[config.mk]
export PLATFORM = sky130hd
export DESIGN_NAME = alu_seq
export DESIGN_NICKNAME = d
export VERILOG_FILES = /design/src/rtl/alu_seq.sv
export SDC_FILE = /design/constraint.sdc
export NUM_CORES = 1
export LEC_CHECK = 0
export BUFFER_PORTS_ARGS = -buffer_cell sky130_fd_sc_hd__buf_2
export CORE_MARGIN = 10
export CORE_UTILIZATION = 30
export DETAILED_ROUTE_END_ITERATION = 10
export GPL_TIMING_DRIVEN = 1
export HOLD_SLACK_MARGIN = 0.15
export PLACE_DENSITY = 0.54
export SETUP_SLACK_MARGIN = 0.15
export SLEW_MARGIN = 20
export SYNTH_ARGS = -nofsm -noshare
export SYNTH_HDL_FRONTEND = slang
export SYNTH_SLANG_ARGS = --single-unit
[constraint.sdc]
create_clock -name clk -period 5.4 [get_ports clk]
set_clock_uncertainty 0.2 [all_clocks]
set_input_delay 0.54 -clock clk [delete_from_list [all_inputs] [get_ports clk]]
set_output_delay 0.54 -clock clk [all_outputs]
set_load 0.01 [all_outputs]
[src/rtl/alu_seq.sv]
// alu_seq: multi-cycle accumulator ALU between the register file read ports
// and its write port. Operands are captured when an operation is accepted.
// The result is then written back with a single-cycle write_enabled pulse.
// Build option MUL_EN: when defined, op 110 is a W-cycle shift-add multiply.
// When undefined, op 110 is illegal: one EXEC cycle, then a WB with no write,
// and no multiply hardware is built.
module alu_seq #(
  parameter int W = 8,
  parameter int D = 4
) (
  input  logic         clk,
  input  logic         reset_n,
  input  logic         start,
  input  logic [2:0]   op,
  input  logic [D-1:0] dest,
  input  logic [W-1:0] acc_in,
  input  logic [W-1:0] reg_in,
  output logic         busy,
  output logic         done,
  output logic         write_enabled,
  output logic [D-1:0] reg_write_number,
  output logic [W-1:0] reg_write_data,
  output logic         carry,
  output logic         zero
);

  localparam int CW = (($clog2(W) + 1) > 3) ? ($clog2(W) + 1) : 3;

  localparam logic [2:0] OP_ADD  = 3'b000;
  localparam logic [2:0] OP_SUB  = 3'b001;
  localparam logic [2:0] OP_AND  = 3'b010;
  localparam logic [2:0] OP_XOR  = 3'b011;
  localparam logic [2:0] OP_SHL  = 3'b100;
  localparam logic [2:0] OP_SHR  = 3'b101;
  localparam logic [2:0] OP_MUL  = 3'b110;
  localparam logic [2:0] OP_PASS = 3'b111;

  typedef enum logic [1:0] {IDLE, EXEC, WB} state_t;

  state_t         state_q, state_d;
  logic [2:0]     op_q, op_d;
  logic [D-1:0]   dest_q, dest_d;
  logic [W-1:0]   acc_q, acc_d;
  logic [W-1:0]   reg_q, reg_d;
  logic [CW-1:0]  cnt_q, cnt_d;
  logic [D-1:0]   wrNum_q, wrNum_d;
  logic [W-1:0]   wrData_q, wrData_d;
  logic           carry_q, carry_d;
  logic           zero_q, zero_d;
  logic [W-1:0]   result;
  logic           resCarry;
  logic           opLegal;
`ifdef MUL_EN
  logic [W-1:0]   hi_q, hi_d;
  logic [W:0]     mulSum;
`endif

`ifdef MUL_EN
  assign opLegal = 1'b1;
`else
  assign opLegal = (op_q != OP_MUL);
`endif

  // State, captured operands, working registers and held results.
  always_ff @(posedge clk or negedge reset_n) begin
    if (!reset_n) begin
      state_q  <= IDLE;
      op_q     <= '0;
      dest_q   <= '0;
      acc_q    <= '0;
      reg_q    <= '0;
      cnt_q    <= '0;
      wrNum_q  <= '0;
      wrData_q <= '0;
      carry_q  <= 1'b0;
      zero_q   <= 1'b0;
`ifdef MUL_EN
      hi_q     <= '0;
`endif
    end else begin
      state_q  <= state_d;
      op_q     <= op_d;
      dest_q   <= dest_d;
      acc_q    <= acc_d;
      reg_q    <= reg_d;
      cnt_q    <= cnt_d;
      wrNum_q  <= wrNum_d;
      wrData_q <= wrData_d;
      carry_q  <= carry_d;
      zero_q   <= zero_d;
`ifdef MUL_EN
      hi_q     <= hi_d;
`endif
    end
  end

  // Next state: accept in IDLE, iterate in EXEC, commit the result on the last iteration.
  always_comb begin
    state_d  = state_q;
    op_d     = op_q;
    dest_d   = dest_q;
    acc_d    = acc_q;
    reg_d    = reg_q;
    cnt_d    = cnt_q;
    wrNum_d  = wrNum_q;
    wrData_d = wrData_q;
    carry_d  = carry_q;
    zero_d   = zero_q;
    result   = '0;
    resCarry = 1'b0;
`ifdef MUL_EN
    hi_d     = hi_q;
    mulSum   = '0;
`endif
    case (state_q)
      IDLE: begin
        if (start) begin
          state_d = EXEC;
          op_d    = op;
          dest_d  = dest;
          acc_d   = acc_in;
          reg_d   = reg_in;
          cnt_d   = '0;
          if ((op == OP_SHL || op == OP_SHR) && reg_in[2:0] != 3'd0) begin
            cnt_d = CW'(reg_in[2:0]) - CW'(1);
          end
`ifdef MUL_EN
          hi_d = '0;
          if (op == OP_MUL) begin
            cnt_d = CW'(W - 1);
          end
`endif
        end
      end
      EXEC: begin
        case (op_q)
          OP_ADD:  {resCarry, result} = {1'b0, acc_q} + {1'b0, reg_q};
          OP_SUB: begin
            result   = acc_q - reg_q;
            resCarry = (acc_q < reg_q);
          end
          OP_AND:  result = acc_q & reg_q;
          OP_XOR:  result = acc_q ^ reg_q;
          OP_SHL: begin
            result = acc_q;
            if (reg_q[2:0] != 3'd0) begin
              resCarry = acc_q[W-1];
              result   = {acc_q[W-2:0], 1'b0};
            end
            acc_d = result;
          end
          OP_SHR: begin
            result = acc_q;
            if (reg_q[2:0] != 3'd0) begin
              resCarry = acc_q[0];
              result   = {1'b0, acc_q[W-1:1]};
            end
            acc_d = result;
          end
`ifdef MUL_EN
          OP_MUL: begin
            mulSum   = {1'b0, hi_q} + (reg_q[0] ? {1'b0, acc_q} : {(W+1){1'b0}});
            hi_d     = mulSum[W:1];
            reg_d    = {mulSum[0], reg_q[W-1:1]};
            result   = reg_d;
            resCarry = |hi_d;
          end
`endif
          OP_PASS: result = reg_q;
          default: result = '0;
        endcase
        if (cnt_q == '0) begin
          state_d = WB;
          if (opLegal) begin
            wrNum_d  = dest_q;
            wrData_d = result;
            carry_d  = resCarry;
            zero_d   = (result == '0);
          end
        end else begin
          cnt_d = cnt_q - CW'(1);
        end
      end
      WB:      state_d = IDLE;
      default: state_d = IDLE;
    endcase
  end

  assign busy             = (state_q != IDLE);
  assign done             = (state_q == WB);
  assign write_enabled    = (state_q == WB) && opLegal;
  assign reg_write_number = wrNum_q;
  assign reg_write_data   = wrData_q;
  assign carry            = carry_q;
  assign zero             = zero_q;

endmodule
Yosys cells after proc, flatten, opt, wreduce, memory -nomap -nowiden
Cells that the tools add are included.

cells by class
  $add $sub $neg = 4
  order comparisons = 1
  eq/ne operators = 15
  multiplexer cells = 17
  bitwise gates (word level) = 2
  reductions and logical operators = 16

operator list
  cell                                                                    count
  8-bit one-hot mux with 7 select lines                                   1
  8-bit 2-to-1 mux                                                        4
  8-bit one-hot mux with 2 select lines                                   2
  3-bit equality test (second input constant)                             5
  4-bit 2-to-1 mux                                                        3
  8-bit by 8-bit adder with 9-bit output                                  1
  3-bit AND reduction                                                     3
  8-bit AND                                                               1
  8-bit logical NOT                                                       1
  8-bit < comparator                                                      1
  4-bit one-hot mux with 2 select lines                                   1
  8-bit subtractor                                                        1
  8-bit bitwise XOR                                                       1
  3-bit by 2-bit equality test with 1-bit output (second input constant)  2
  2-bit inequality test (second input constant)                           3
  3-bit nonzero test                                                      2
  4-bit logical NOT                                                       1
  2-bit 2-to-1 mux                                                        2
  1-bit one-hot mux with 4 select lines                                   1
  2-bit one-hot mux with 2 select lines                                   1
  2-bit AND reduction                                                     2
  2-bit nonzero test                                                      2
  3-bit by 1-bit subtractor with 4-bit output (second input constant)     1
  4-bit by 1-bit subtractor with 4-bit output (second input constant)     1
  other kinds (10)                                                        12

storage, ports and cells
  bits in registers = 43
  input port bits = 26

Longest topological paths before layout
  depth in word-level cells = 6
  mapped depth = 10
  gate-level depth less buffers = 10

Worst setup path before layout
OpenSTA, ideal clock, no wires.

  kind = register to register
  start point = register acc_q[0]
  end point = register zero_q (netlist: zero)
  arrival time = 2578 ps
  data required time = 5108 ps
  path slack = 2530 ps
  cell stages (with the launch flop) = 11
  clock period less this slack = 2870 ps
  cell sequence = dfrtp_1 > inv_1 > ha_1 > fa_1 > nand2b_1 > a21oi_1 > nor4_1 > o32ai_1 > o211ai_1 > or4_1 > o31ai_2

between the ends
  word-level cells in the longest chain between the ends = 4
  elaborated cells between the ends (all ways) = 9
  classes of those cells = 2 x add/sub; 4 x mux; 2 x bitwise; 1 x reduce/logical

ends and longest elaborated chain
  element                                         RTL line  source
  start, declared                                 43        logic [W-1:0] acc_q, acc_d;
  start signal, assigned                          70        acc_q <= '0;
  start signal, assigned                          84        acc_q <= acc_d;
  8-bit subtractor, or another cell as far along  139       result = acc_q - reg_q;
  8-bit one-hot mux with 7 select lines *         136       case (op_q)
  8-bit 2-to-1 mux *                              115       case (state_q)
  8-bit logical NOT *                             178       zero_d = (result == '0);
  end signal, assigned                            90        zero_q <= zero_d;
  end, declared                                   49        logic zero_q, zero_d;

Every way passes the cells marked *; elsewhere a longest branch is shown, timed or not. The select of a mux whose other input is x is not followed.
A chain may end at the register's enable or synchronous reset.

Final worst setup path
Same ends and word-level chain as after synthesis.

==> out/metrics.yaml <==
run_status:
  outcome: "completed"
min_path:
  hold_path.class: "primary input to register"
  whs_endpoint: "reg_q[5]"
  hold-path-cell-count: 3
  holdCritStartpoint: "reg_in[5]"
job:
  max-cap-violations: 0
sta:
  period_share_pct: 62.4
  setup_violations: 0
  tightest_slew_ps: 1080
  period_needed_ps: 3370
  rsz0062_at_grt: "no"
  hold_viol: 0
  slew_violations: 0
  slew_headroom_pct: 28.0
  max_freq_mhz: 297
  tns_ps: 0
global_routing:
  track_usage_pct: 12.1
  antenna_found_initial: 0
  grt.overflow.total: 0
  grt_max_degree: 44
  grt_pass1_vias: 2965
  grt_pass1_wl_um: 15800
die:
  die_y_um: 124
  die_x_um: 124
  core_sq_um: 10700
  ioPinCount: 43
  die_area_sq_um: 15500
  start_util_pct: 30.5
  rows: 38
logic_synthesis:
  synth.distinct_cells: 60
  yosysSeqAreaShare_pct: 32.9
  yosys.area.top_type_share_pct: 32.9
  syn_nets: 435
  syn_area_sq_um: 3270
  ys_warn_count: 0
  synthFlopType: "dfrtp_1"
  syn_area_per_cell_sq_um: 8.46
  synth-edff-count: 0
  ys_seq_elements: 43
  synthTopCellsByArea: "dfrtp_1, ha_1, mux2_2"
  syn_inst: 387
  synth_top_area_cell: "dfrtp_1"
  synthArstFlopShare_pct: 100
  ys_top_cells_by_count: "nand2_1, dfrtp_1, o21ai_0"
  yosysMostFrequentCell: "nand2_1"
power:
  leakagePower_nw: 1.57
  p_int_mw: 1.29
  powerDensity_nw_per_um2: 743
  power_frac_clock_pct: 8.0
  p_seq_share_pct: 26.8
  p_total_mw: 2.71
  p_comb_share_pct: 65.2
  swShare_pct: 52.3
  p_switching_mw: 1.42
  vdd_ir_drop_max_uv: 267
detailed_routing:
  vias_per_cell: 5.47
  ant_nets: 0
  drtPass1Iterations: 5
  wl_um: 9760
  num_vias: 3050
  drt_iter0_markers: 227
  routedWlPerCell_um: 17.5
  drc: 0
critical_path:
  r2r_cells: 10
  rrSetupSlack_ps: 2030
  crit_type: "register to register"
  end_kind: "register"
  worst_ep_required_time_ps: 5420
  critPathMaxFanout: 7
  r2r-end: "zero"
  r2r-start: "acc_q[0]"
  startpoint_type: "register"
  arrival_ps: 3390
layout:
  syn2layout_area_growth_pct: 11.4
  diodes: 0
  layout.nets: 465
  layout-drive-gt1-share_pct: 18.2
  utilization_pct: 33.9
cts:
  hold_buffers: 0
  cts_buffer_depth: 2
  numClockSinks: 43
  cts_tree: "yes"
  h-tree-depth: 2
  post_cts_buffers: 0
  cts_root_buffer: "clkbuf_8"
  cts_resized: 0
  cts_buffers: 5
  clock_latency_ps: 310
  path_clk_slew_ps: 100
placed_design:
  io_buffers: 42
  place.gp.congestion: 0.876
  dp_hpwl_um: 7250
-- metrics by stage --
stage / instance area (sq um) / std cells / worst slack [ps] / hold WS [ps]
floorplan: 3270 / 387 / 2530 / 44.4
global placement: 3550 / 549 / 2180 / 269
detailed placement: 3550 / 549 / 2070 / 271
CTS: 3630 / 557 / 2060 / 225
global route: 3640 / 558 / 1870 / 245
finish: 3640 / 558 / 2030 / 222
-- kinds of logic after synthesis --
kind of cell / synth area share [%]
compound gates: 23.0
xor+xnor: 0.803
fa+ha+maj: 8.87
buf+inv: 6.58
flops: 32.9
mux: 8.98
simple gates: 18.9
-- metal layers --
layer / global-route usage [%] / vias up / share of wire (%)
met3: 2.51 / 8 / 4.9
met1: 15.4 / 1492 / 46
li1: - / 1459 / -
met2: 20.5 / 91 / 48
met5: 0 / - / 0
met4: 2.74 / 0 / 1.2
-- flip-flops by register name, summed over array words and instances (netlist names) --
name and count:
acc_q 8, reg_q 8, reg_write_data 8, cnt_q 4, dest_q 4, reg_write_number 4, op_q 3, state_q 2
carry 1, zero 1
-- how the worst max path moves through the flow --
| stage | to | start | slack [ps] |
|---|---|---|---|
| floorplan | zero | acc_q[0] | 2530 |
| global placement | zero | acc_q[0] | 2180 |
| detailed placement | zero | acc_q[0] | 2070 |
| CTS | zero | acc_q[0] | 2060 |
| global route | zero | acc_q[0] | 1870 |
| finish | zero | acc_q[0] | 2030 |
-- layout by cell type, fill, tap and decap left out, types with 3 or more instances in the layout --
| master | n |
|---|---|
| o41ai_1 | 4 |
| o211ai_1 | 6 |
| nor2_1 | 28 |
| and2_1 | 3 |
| buf_4 | 3 |
| mux2i_1 | 8 |
| ha_1 | 20 |
| nor3_1 | 5 |
| nor2b_1 | 9 |
| o22ai_1 | 4 |
| nand3_1 | 6 |
| a21oi_1 | 29 |
| a31oi_1 | 7 |
| dfrtp_1 | 43 |
| nand2_1 | 45 |
| clkbuf_8 | 5 |
| or3_1 | 7 |
| nor4_1 | 6 |
| o21ai_0 | 37 |
| buf_2 | 41 |
| inv_1 | 21 |
| a211oi_1 | 7 |
| mux2_2 | 19 |
| nand2b_1 | 6 |
-- critical path: stages, from the launching register on --
cell and delay, ps:
dfrtp_1 480, inv_1 130, ha_1 230, fa_1 420
nand2b_1 190, a21oi_1 260, nor4_1 80, o32ai_1 390
o211ai_1 170, or4_1 560, o31ai_2 180
-- area by class of cell --
class	instances	area [sq um]
tap	140	175
inverter	23	86.3
clock buffer	6	72.6
fill	1204	7100
timing repair buffer	45	238
sequential	43	1080
clock inverter	2	12.5
multi-input combinational	299	1980
-- power by group through the flow --
stage                     clock network, mW  registers [mW]  logic (mW)
final                                 0.217           0.725        1.77
after CTS                             0.221           0.722        1.77
after detailed placement                  0           0.728        1.76
after global routing                  0.233           0.754        1.97
after global placement                    0           0.720        1.76
after floorplan                           0           0.625        1.39
Note: power is estimated with default switching activity, not from simulation.
